$ cat src/rtl/i2c_arb_pkg.sv
// i2c_arb_pkg: shared types and command field layout
// for the I2C access arbiter.
package i2c_arb_pkg;

  localparam int CMD_W = 33;

  localparam int WDATA_LSB = 0;
  localparam int REG_LSB   = 8;
  localparam int RW_BIT    = 24;
  localparam int DEV_LSB   = 25;

  typedef enum logic [1:0] {
    S_IDLE,
    S_ISSUE,
    S_WAIT,
    S_RESP
  } state_e;

endpackage

$ cat src/rtl/i2c_access_arbiter.sv
// i2c_access_arbiter: two-requester round-robin front end for
// a single-transaction I2C engine, with per-transaction timeout.
module i2c_access_arbiter #(
  parameter int TIMEOUT_CYC = 2000000,
  parameter int CMD_W       = i2c_arb_pkg::CMD_W
) (
  input  logic             clk,
  input  logic             rstn,
  input  logic             cfg_done,
  input  logic             req0_valid,
  input  logic [CMD_W-1:0] req0_cmd,
  output logic             req0_ready,
  output logic             req0_done,
  output logic             req0_err,
  output logic [7:0]       req0_rdata,
  input  logic             req1_valid,
  input  logic [CMD_W-1:0] req1_cmd,
  output logic             req1_ready,
  output logic             req1_done,
  output logic             req1_err,
  output logic [7:0]       req1_rdata,
  output logic             eng_valid,
  output logic [CMD_W-1:0] eng_cmd,
  input  logic             eng_ready,
  input  logic             eng_done,
  input  logic             eng_ack_err,
  input  logic [7:0]       eng_rdata,
  output logic             eng_abort
);
  import i2c_arb_pkg::*;

  localparam int CNT_W = $clog2(TIMEOUT_CYC);
  localparam logic [CNT_W-1:0] CNT_LAST =
    CNT_W'(TIMEOUT_CYC - 2);

  state_e           state_q;
  logic             owner_q;
  logic             lg_q;
  logic [CNT_W-1:0] cnt_q;
  logic             eng_valid_q;
  logic [CMD_W-1:0] eng_cmd_q;
  logic             eng_abort_q;
  logic             done0_q;
  logic             done1_q;
  logic             err0_q;
  logic             err1_q;
  logic [7:0]       rd0_q;
  logic [7:0]       rd1_q;

  logic       arb1;
  logic       can_acc;
  logic       busy;
  logic       fin_done;
  logic       fin_tmo;
  logic       fin_err;
  logic [7:0] fin_rd;

  // req1 wins if it is alone, or if both ask and req0 went last
  assign arb1 = req1_valid & (~req0_valid | ~lg_q);
  assign can_acc = rstn & cfg_done & (state_q == S_IDLE);
  assign req0_ready = can_acc & req0_valid & ~arb1;
  assign req1_ready = can_acc & arb1;

  assign busy = (state_q == S_ISSUE) | (state_q == S_WAIT);
  assign fin_done = (state_q == S_WAIT) & eng_done;
  // cnt_q = cycles since acceptance; abort lands as it hits TIMEOUT_CYC-1
  assign fin_tmo = busy & (cnt_q == CNT_LAST) & ~fin_done;
  assign fin_err = ~fin_done | eng_ack_err;
  assign fin_rd =
    (fin_done & ~eng_ack_err & eng_cmd_q[RW_BIT]) ? eng_rdata : 8'h00;

  always_ff @(posedge clk or negedge rstn) begin
    if (!rstn) begin
      state_q     <= S_IDLE;
      owner_q     <= 1'b0;
      lg_q        <= 1'b1;
      cnt_q       <= '0;
      eng_valid_q <= 1'b0;
      eng_cmd_q   <= '0;
      eng_abort_q <= 1'b0;
      done0_q     <= 1'b0;
      done1_q     <= 1'b0;
      err0_q      <= 1'b0;
      err1_q      <= 1'b0;
      rd0_q       <= 8'h00;
      rd1_q       <= 8'h00;
    end else begin
      eng_abort_q <= 1'b0;
      done0_q     <= 1'b0;
      done1_q     <= 1'b0;
      if (busy) cnt_q <= cnt_q + 1'b1;
      unique case (state_q)
        S_IDLE: begin
          if (req0_ready | req1_ready) begin
            state_q     <= S_ISSUE;
            eng_valid_q <= 1'b1;
            eng_cmd_q   <= req1_ready ? req1_cmd : req0_cmd;
            owner_q     <= req1_ready;
            lg_q        <= req1_ready;
            cnt_q       <= CNT_W'(1);
          end
        end
        S_ISSUE: begin
          if (!fin_tmo && eng_ready) begin
            state_q     <= S_WAIT;
            eng_valid_q <= 1'b0;
          end
        end
        S_RESP: begin
          state_q <= S_IDLE;
          cnt_q   <= '0;
        end
        default: ;
      endcase
      if (fin_done | fin_tmo) begin
        state_q     <= S_RESP;
        eng_valid_q <= 1'b0;
        eng_abort_q <= fin_tmo;
        if (owner_q) begin
          done1_q <= 1'b1;
          err1_q  <= fin_err;
          rd1_q   <= fin_rd;
        end else begin
          done0_q <= 1'b1;
          err0_q  <= fin_err;
          rd0_q   <= fin_rd;
        end
      end
    end
  end

  assign eng_valid  = eng_valid_q;
  assign eng_cmd    = eng_cmd_q;
  assign eng_abort  = eng_abort_q;
  assign req0_done  = done0_q;
  assign req1_done  = done1_q;
  assign req0_err   = err0_q;
  assign req1_err   = err1_q;
  assign req0_rdata = rd0_q;
  assign req1_rdata = rd1_q;

endmodule

$ cat config.mk
export PLATFORM = sky130hd
export DESIGN_NAME = i2c_access_arbiter
export DESIGN_NICKNAME = d
export VERILOG_FILES = /design/src/rtl/i2c_arb_pkg.sv /design/src/rtl/i2c_access_arbiter.sv
export SDC_FILE = /design/constraint.sdc
export NUM_CORES = 1
export LEC_CHECK = 0
export ABC_AREA = 1
export CAP_MARGIN = 30
export CORE_AREA = 2 2 128 130
export CTS_BUF_LIST = sky130_fd_sc_hd__clkbuf_8
export DETAILED_ROUTE_END_ITERATION = 8
export DIE_AREA = 0 0 130 132
export GPL_TIMING_DRIVEN = 0
export RECOVER_POWER = 50
export SLEW_MARGIN = 10
export SYNTH_ARGS = -nofsm -noshare
export SYNTH_HDL_FRONTEND = slang
export SYNTH_SLANG_ARGS = --single-unit
$ cat constraint.sdc
create_clock -name clk -period 1.8 [get_ports clk]
set_input_delay 0.18 -clock clk [delete_from_list [all_inputs] [get_ports clk]]
set_output_delay 0.18 -clock clk [all_outputs]
set_load 0.01 [all_outputs]
==> out/results.ini, run 1 <==
[status]
status = complete, no violations

[pwr]
vdd_drop_max_uv = 608.2
power_mw = 7.991
power_leakage_nw = 2.604
p_per_area_mw_per_mm2 = 1303

[timing]
fin_crit_ns = 1.777
clock_skew_ns = 0.01081
rsz0062_at_grt = yes
finalHoldViolations = 0
worst_pin_slew_ns = 1.055
max_freq_ghz = 0.5629
final-setup-viol-count = 0
relSlewSlack = 0.2970
min_period_over_period = 0.9870
maxSlewViolCount = 0

[die]
rows = 46
ios = 139
dieArea_mm2 = 0.01716
start_util = 0.2478
fp.dieW_um = 130
die_h_um = 132
coreArea_mm2 = 0.01571

[cts]
cts_buffers = 9
clock_latency_ns = 0.36
cts.sinks = 80
root_buffer = clkbuf_8
h-tree-depth = 3
clockBufferDepth = 2
cts_tree = built
path_clk_slew_ns = 0.08

[worst_setup_path]
worstReg2RegStart = state_q[0]$_DFFE_PN0P_
cp_num_buf_inv = 3
slowest_stage = dfrtp_1
cp.arrival_ns = 1.60
cp_top_family = flip-flops
start_kind = flip-flop
reg2reg_depth = 11
required_ns = 1.62
cp_cell_sequence = inv_2 -> ha_4 -> inv_4 -> nor2_4 -> nand2_4 -> nor2_1 -> buf_2
critical_path.max_fanout = 10
regToRegEndpoint = eng_cmd[22]$_DFFE_PN0P_
path_class = reg -> out
end_kind = primary output
r2r_slack_ns = 0.04
worst_path_largest_cell_delay_ns = 0.40

[hold_path]
hold_path_end = eng_cmd[18]$_DFFE_PN0P_
hp-class = in -> reg
hp-start = req1_cmd[18]
hold_depth = 3

[final_layout]
synthToLayoutAreaGrowth_pct = 57.49
final_cells = 857
drive_gt1_frac = 0.1482
nFillCells = 1568
post-route-util = 0.3903
diodes = 0
fin_nets = 724

[route]
vias = 3746
ant_nets = 0
avgViaCountPerCell = 4.371
drtIter0Drc = 186
drtPass1Iterations = 4
wl_um = 11790
drc = 0
wire_per_inst_um = 13.75

[global_routing]
gr-total-overflow = 0
grt_use_total = 0.1410
antenna_found_initial = 0
grt_pass1_wl_um = 19290
grt_max_degree = 43
grt_pass1_vias = 3884

[yosys]
synth_flop_cell = dfrtp_1
synth_edf_count = 0
synth_cell_types = 34
async_reset_ff_frac = 1.000
seq_area_frac_synth = 0.5145
synthCells = 466
ys_warn_count = 0
ys_seq_elements = 80
synth_nets = 554
post_synth.cell_area_avg_um2 = 8.356
syn-cell-area_mm2 = 0.003894

[place]
dp.cells = 821
place.port_buffers = 138
detailed_place_hpwl_um = 8673
gp_congestion = 0.8313

[job]
drv_cap = 0

==> flip-flops by register name, summed over array words and instances, names as in the netlist <==
name	count
cnt_q	21
eng_abort	1
eng_cmd	33
eng_valid	1
lg_q	1
owner_q	1
req0_done	1
req0_err	1
req0_rdata	8
req1_done	1
req1_err	1
req1_rdata	8
state_q	2
==> stage by stage <==
stage | setup WS [ns] | instance area [µm²] | hold WS, ns | setup TNS [ns]
after global placement | -3.733 | 5545 | 0.4522 | -397.56
after global routing | -0.08144 | 6132 | 0.3594 | -1.213
final | 0.02345 | 6132 | 0.3682 | 0
after CTS | -0.02858 | 5973 | 0.3479 | -0.02858
after floorplan | 0.1492 | 3894 | -0.1156 | 0
after detailed placement | -0.5873 | 5563 | 0.2024 | -12.19
==> worst register-to-register path: cells and delay by family, from the launching register on <==
family,cells,cell delay [ns]
AO/OA/AOI/OAI,1,0.12
adder cells (fa/ha/maj),1,0.16
buffers and inverters,5,0.61
flip-flops,1,0.40
AND/OR/NAND/NOR,4,0.39
==> layer usage <==
metal | GRT usage | routed length [µm] | part of all wire
met2 | 0.2301 | 5715 | 0.48
met4 | 0.05376 | 228 | 0.019
met5 | 0 | 0 | 0
met1 | 0.1743 | 5040 | 0.43
met3 | 0.04261 | 802 | 0.068
==> power by group <==
part	switching (mW)	internal (mW)	leakage [nW]
sequential	0.347	2.36	1.01
combinational	1.73	1.79	1.45
clock	0.671	1.09	0.136
total	2.75	5.25	2.60
==> layout by cell type, fill, tap and decap left out, types with 5 or more instances in the layout <==
cell and count:
inv_1 27, nand3_1 14, a21oi_1 38, inv_2 7, xnor2_1 6, o21ai_0 39
dfrtp_1 79, clkdlybuf4s50_1 135, buf_6 7, nand2_1 101, ha_1 5, nor2_1 62
buf_4 23, nand4_1 8, clkbuf_8 10, xor2_1 7, o21ai_1 15
==> how the worst max path moves through the flow <==
stage / to / from / cells after the start
after global routing: eng_cmd[26]$_DFFE_PN0P_ / state_q[1]$_DFFE_PN0P_ / 11
after floorplan: req0_rdata[0]$_DFFE_PN0P_ / state_q[0]$_DFFE_PN0P_ / 9
after CTS: req1_ready / state_q[1]$_DFFE_PN0P_ / 9
final: req0_ready / state_q[0]$_DFFE_PN0P_ / 7
after detailed placement: req1_ready / rstn / 8
after global placement: req1_ready / rstn / 8
==> cell type report <==
cell class,count,area [µm²],area share
flip-flops and latches,80,2003,0.3267
repair buffers,161,1545,0.2520
multi-input cells,333,1785,0.2912
plain buffers,14,108.9,0.01775
clock buffers,10,137.6,0.02244
inverters,37,151.4,0.02469
well taps,216,270.3,0.04407
clock inverters,6,130.1,0.02122
==> cell usage after synthesis (all sizes together) (4+ instances only) <==
cell type / n / area share
nor2: 69 / 0.072
nor3: 4 / 0.0093
nand2: 112 / 0.12
buf: 11 / 0.022
clkbuf: 5 / 0.0048
xnor2: 6 / 0.013
nand3: 19 / 0.029
ha: 6 / 0.019
a21oi: 38 / 0.049
o21ai: 58 / 0.076
inv: 37 / 0.036
nand4: 8 / 0.013
xor2: 7 / 0.016
dfrtp: 79 / 0.51
==> cells by family after synthesis <==
family	Yosys count	synth area share
AOI/OAI and AO/OA	98	0.1279
xor gates and xnor gates	13	0.02924
adders and majority gates	6	0.01928
buffers and inverters	53	0.06202
DFF	80	0.5145
and+or+nand+nor	216	0.2471
==> timing repair <==
action	CTS	global route
pin swaps	2	10
buffers inserted	8	12
setup endpoints to repair	74	65
resized for setup	27	30
hold buffers	2	0
hold endpoints to repair	37	0
No activity file was read; power rests on OpenSTA's default activity.
==> inputs of run 2 (changes only) <==
Settings changed: CORE_AREA 2 2 128 130 to 5 5 131 133, DIE_AREA 0 0 130 132 to 0 0 136 138, REMOVE_ABC_BUFFERS set to 1.
==> run 2 against run 1 <==
Utilization fell by 0.70 points. Die area rose by 9.4%. Clock skew rose by 0.0027 ns. Sequential share of layout area rose by 0.60 points. Largest power group unchanged. Critical endpoint is now req1_ready. Non-clock buffer count fell by 19. Clock power fell by 25%. Power fell by 7.3%.
==> out/results.ini, run 2 (synthesis results as in run 1) <==
[cts]
root_buffer = clkbuf_8
cts.sinks = 80
cts_tree = built
h-tree-depth = 3
cts_buffers = 9
clockBufferDepth = 2
path_clk_slew_ns = 0.09
clock_latency_ns = 0.37

[route]
vias = 3747
ant_nets = 0
avgViaCountPerCell = 4.445
wl_met3_um = 1088
wl_met2_um = 6046
drtIter0Drc = 157
drtPass1Iterations = 4
wl_met1_um = 5367
wl_um = 12750
wire_per_inst_um = 15.12
maxUsedRoutingLayer = met4
drc = 0

[timing]
rsz0062_at_grt = yes
min_period_over_period = 0.9979
final-setup-viol-count = 0
fin_hold_ws_ns = 0.3581
fin_crit_ns = 1.796
max_freq_ghz = 0.5567
maxSlewViolCount = 0
finalHoldViolations = 0
clock_skew_ns = 0.01352
relSlewSlack = 0.3457
worst_pin_slew_ns = 0.9815

[worst_setup_path]
end_kind = primary output
endpoint = req1_ready
cp.depth = 8
regToRegEndpoint = cnt_q[0]$_DFF_PN0_
required_ns = 1.62
startpoint = state_q[0]$_DFFE_PN0P_
critical_path.max_fanout = 17
start_kind = flip-flop
reg2reg_depth = 10
cp_top_family = buffers and inverters
path_class = reg -> out
worstReg2RegStart = state_q[0]$_DFFE_PN0P_
cp.arrival_ns = 1.62
worst_path_largest_cell_delay_ns = 0.40
cp_num_buf_inv = 5
slowest_stage = dfrtp_1
crit_top_cell = inv_2
r2r_slack_ns = 0.04
cp_cell_sequence = inv_2 -> ha_4 -> inv_2 -> nor2_4 -> nand2_4 -> buf_12 -> inv_16 -> buf_6

[status]
status = complete, no violations

[pwr]
vdd_drop_max_uv = 618.5
power_leakage_nw = 2.549
p_per_area_mw_per_mm2 = 1230
power_mw = 7.407

[final_layout]
diodes = 0
regArea_mm2 = 0.002003
post-route-util = 0.3833
fin_nets = 710
final_cell_mix = clkdlybuf4s50_1, nand2_1, dfrtp_1
nFillCells = 1566
drive_gt1_frac = 0.1276
largest_register_ffs = 33
synthToLayoutAreaGrowth_pct = 54.66
multi_input_area_mm2 = 0.001831
final_common_cell = clkdlybuf4s50_1

[die]
coreArea_mm2 = 0.01571
fp.dieW_um = 136
start_util = 0.2478
dieArea_mm2 = 0.01877
ios = 139
rows = 46
die_h_um = 138

[place]
place.port_buffers = 138
detailed_place_hpwl_um = 8339
gp_congestion = 0.8604

[global_routing]
grt_pass1_wl_um = 20350
grt_pass1_vias = 4013
grt_max_degree = 44
grt_use_total = 0.1363
antenna_found_initial = 0
gr-total-overflow = 0

[hold_path]
hp-class = in -> reg

[job]
drv_cap = 0

[run 2: cell types whose count changed in the layout (fill, tap and decap cells not counted), moves of 3 or more]
cell	delta
buf_4	-11
o21ai_1	+10
o21ai_0	-8
buf_6	-4
bufinv_16	-3
clkbuf_1	-3
nand2_8	+3
[run 2: cell type report]
cell class | instances | area share
timing repair inverter | 1 | 0.001454
tap | 216 | 0.04488
inverter | 37 | 0.02618
sequential | 80 | 0.3326
timing repair buffer | 156 | 0.2595
clock buffer | 9 | 0.02057
multi-input combinational | 337 | 0.3040
clock inverter | 7 | 0.01080
[run 2: through the flow]
step                setup TNS [ns]  area (µm²)  setup WS (ns)  cells
floorplan                   -11.05        3791        -0.3061    450
global placement           -477.00        5443         -5.083    804
detailed placement          -45.39        5483         -1.216    806
CTS                       -0.01635        5954       -0.01635    840
global route               -0.1942        6022       -0.06195    843
finish                           0        6022       0.003840    843
[run 2: worst min-delay path, stage by stage]
cell and delay (ns):
clkdlybuf4s50_1 0.39, nand2_1 0.06, a21oi_1 0.06
[run 2: where the power goes]
group	switching, mW	internal (mW)
clock	0.681	0.634
sequential	0.344	2.36
combinational	1.74	1.65
total	2.76	4.65
[run 2: worst min-delay path by stage]
stage                     start                       to  slack [ns]  cells past startpoint
2_1_floorplan              rstn       cnt_q[0]$_DFF_PN0_       -0.12                      0
3_3_place_gp   lg_q$_DFFE_PN1P_         lg_q$_DFFE_PN1P_        0.45                      2
3_5_place_dp               rstn      cnt_q[12]$_DFF_PN0_        0.22                      1
4_1_cts            req1_cmd[25]  eng_cmd[25]$_DFFE_PN0P_        0.33                      3
5_1_grt            req1_cmd[21]  eng_cmd[21]$_DFFE_PN0P_        0.35                      3
6_report           req1_cmd[25]  eng_cmd[25]$_DFFE_PN0P_        0.36                      3
[run 2: per-layer routing]
layer | vias up | GRT usage
met5 | - | 0
met4 | 0 | 0.05836
met3 | 17 | 0.04717
met2 | 144 | 0.2235
met1 | 1763 | 0.1611
li1 | 1823 | -
[run 2: repair_timing]
| action | in CTS | in global routing |
|---|---|---|
| endpoints found under the setup margin | 79 | 64 |
| gates resized for setup | 34 | 24 |
| pin swaps | 4 | 4 |
| cloned | 4 | 2 |
| hold buffers | 2 | 0 |
| setup buffers | 12 | 1 |
| hold endpoints to repair | 36 | 0 |
==> inputs of run 3 (changes only) <==
Settings changed: CORE_AREA 5 5 131 133 to 5 5 105 107, DIE_AREA 0 0 136 138 to 0 0 110 112, PLACE_DENSITY set to 0.72, TNS_END_PERCENT set to 30.
==> run 3 against run 2 <==
The flow now finishes with violations (negative setup slack). Global-route usage increased by 7.2 points. Clock power decreased by 3%. Cell count decreased by 7.8%. Fmax decreased by 1.6%. Via count increased by 3.9%. Combinational power increased by 7.1%. Sequential share of layout area decreased by 0.52 points. First-iteration DRC count increased by 73%. Register-to-register slack got worse by 0.05 ns. Worst hold slack improved by 0.0044 ns. Worst setup slack got worse by 0.029 ns. Sequential power about the same. Critical path type unchanged. Largest cell class unchanged. Highest routed layer unchanged.
==> out/results.ini, run 3 (synthesis results as in run 1) <==
[status]
status = finished with violations
violations = negative setup slack

[pwr]
power_mw = 7.622
p_switching_mw = 2.979
p_per_area_mw_per_mm2 = 1246
p_int_mw = 4.643
p_seq_frac = 0.355
clkPwrFrac = 0.169
sw_frac_of_total = 0.3908
pwr-share-comb = 0.477
power_leakage_nw = 2.630
vdd_drop_max_uv = 713.8

[route]
wl_um = 12900
wire_per_inst_um = 16.60
vias = 3895
maxUsedRoutingLayer = met4
drc = 0
wl_met2_um = 6349
wl_met1_um = 4856
drtPass1Iterations = 4
avgViaCountPerCell = 5.013
drtIter0Drc = 272
ant_nets = 0
wl_met3_um = 1406

[cts]
cts_tree = built
clockBufferDepth = 2
cts.sinks = 80
root_buffer = clkbuf_8
h-tree-depth = 3
cts_buffers = 9
path_clk_slew_ns = 0.10
clock_latency_ns = 0.36

[worst_setup_path]
end_kind = primary output
reg2reg_depth = 11
worst_path_largest_cell_delay_ns = 0.41
r2r_slack_ns = -0.01
cp_cell_sequence = inv_2 -> ha_4 -> inv_4 -> nor2_4 -> buf_6 -> nand2_8 -> nor2_4 -> buf_6
cp_top_family = flip-flops
slowest_stage = dfrtp_1
cp.arrival_ns = 1.65
cp_num_buf_inv = 4
start_kind = flip-flop
path_class = reg -> out
worstReg2RegStart = state_q[0]$_DFFE_PN0P_
critical_path.max_fanout = 5
regToRegEndpoint = eng_cmd[24]$_DFFE_PN0P_
required_ns = 1.62

[final_layout]
final_cell_mix = clkdlybuf4s50_1, nand2_1, dfrtp_1
fin_nets = 724
diodes = 0
largest_register_ffs = 33
multi_input_area_mm2 = 0.001888
drive_gt1_frac = 0.1591
synthToLayoutAreaGrowth_pct = 57.13
nFillCells = 852
final_common_cell = clkdlybuf4s50_1
regArea_mm2 = 0.002003

[global_routing]
gr-total-overflow = 0
antenna_found_initial = 0
grt_max_degree = 52
grt_pass1_vias = 4029
grt_use_total = 0.2080
grt_pass1_wl_um = 20070

[die]
rows = 37
dieArea_mm2 = 0.01232
die_h_um = 112
fp.dieW_um = 110
coreArea_mm2 = 0.01005
ios = 139
start_util = 0.3876

[timing]
rsz0062_at_grt = yes
final-setup-viol-count = 2
finalHoldViolations = 0
finalSetupTns_ns = -0.03192
fin_hold_ws_ns = 0.3624
final.setup.worst_slack_ns = -0.02531
min_period_over_period = 1.014
max_freq_ghz = 0.5479
fin_crit_ns = 1.825
clock_skew_ns = 0.01615
worst_pin_slew_ns = 0.7280
maxSlewViolCount = 0
relSlewSlack = 0.5146

[place]
place.port_buffers = 138
gp_congestion = 0.8252
detailed_place_hpwl_um = 7995

[hold_path]
hold_depth = 3
hp-class = in -> reg
hold_path_end = eng_cmd[6]$_DFFE_PN0P_
hp-start = req1_cmd[6]

[job]
drv_cap = 0

==> run 3: changes by cell type in the layout (fill, tap and decap cells not counted), moves of 3 or more <==
cell	previous run	this run
dlygate4sd3_1	1	28
clkdlybuf4s50_1	135	109
buf_4	12	21
o21ai_0	31	38
o21ai_1	25	18
nand2_1	102	96
buf_12	1	4
clkinvlp_4	0	3
inv_1	29	26
nand2_4	5	8
==> run 3: area by class of cell <==
type	instances	share of cell area
multi-input combinational	336	0.3086
inverter	37	0.02638
tap	136	0.02781
clock buffer	10	0.02249
clock inverter	6	0.008384
sequential	80	0.3274
timing repair buffer	171	0.2763
timing repair inverter	1	0.002658
==> run 3: timing repair <==
| action | 4_1_cts | 5_1_grt |
|---|---|---|
| resized for setup | 39 | 35 |
| hold buffers | 5 | 0 |
| cloned | 3 | 1 |
| endpoints found under the hold margin | 28 | 0 |
| endpoints found under the setup margin | 78 | 71 |
| buffers inserted | 12 | 14 |
| pin swaps | 2 | 8 |
==> run 3: layer usage <==
| layer | GRT usage | vias up |
|---|---|---|
| li1 | - | 1852 |
| met1 | 0.2337 | 1853 |
| met2 | 0.3426 | 165 |
| met3 | 0.1032 | 25 |
| met4 | 0.06484 | 0 |
| met5 | 0 | - |
==> run 3: power groups by stage <==
stage / registers [mW] / clock network, mW / logic (mW)
after CTS: 2.70 / 1.32 / 3.33
after floorplan: 2.92 / 0 / 1.17
after detailed placement: 2.73 / 0 / 2.97
final: 2.70 / 1.28 / 3.63
after global placement: 2.69 / 0 / 2.92
after global routing: 2.78 / 1.40 / 3.97
==> run 3: worst max path at each step <==
stage	from	to	depth (start not counted)
after floorplan	state_q[0]$_DFFE_PN0P_	eng_cmd[24]$_DFFE_PN0P_	8
after global placement	rstn	req1_ready	6
after detailed placement	rstn	req1_ready	7
after CTS	state_q[0]$_DFFE_PN0P_	req0_ready	8
after global routing	state_q[1]$_DFFE_PN0P_	eng_cmd[24]$_DFFE_PN0P_	11
final	state_q[0]$_DFFE_PN0P_	req0_ready	8
==> run 3: metrics by stage <==
step           area [µm²]  worst slack [ns]  utilization  instances
2_1_floorplan        3791           -0.3061            -        450
3_3_place_gp         5343            -4.430       0.5318        724
3_5_place_dp         5379            -1.281       0.5354        726
4_1_cts              5904          -0.06081       0.5877        762
5_1_grt              6118           -0.1300       0.6090        777
6_report             6118          -0.02531       0.6090        777
==> run 3: tightest hold or removal path: stages <==
cell and delay [ns]:
clkdlybuf4s50_1 0.40, nand2_1 0.06, a21oi_1 0.05
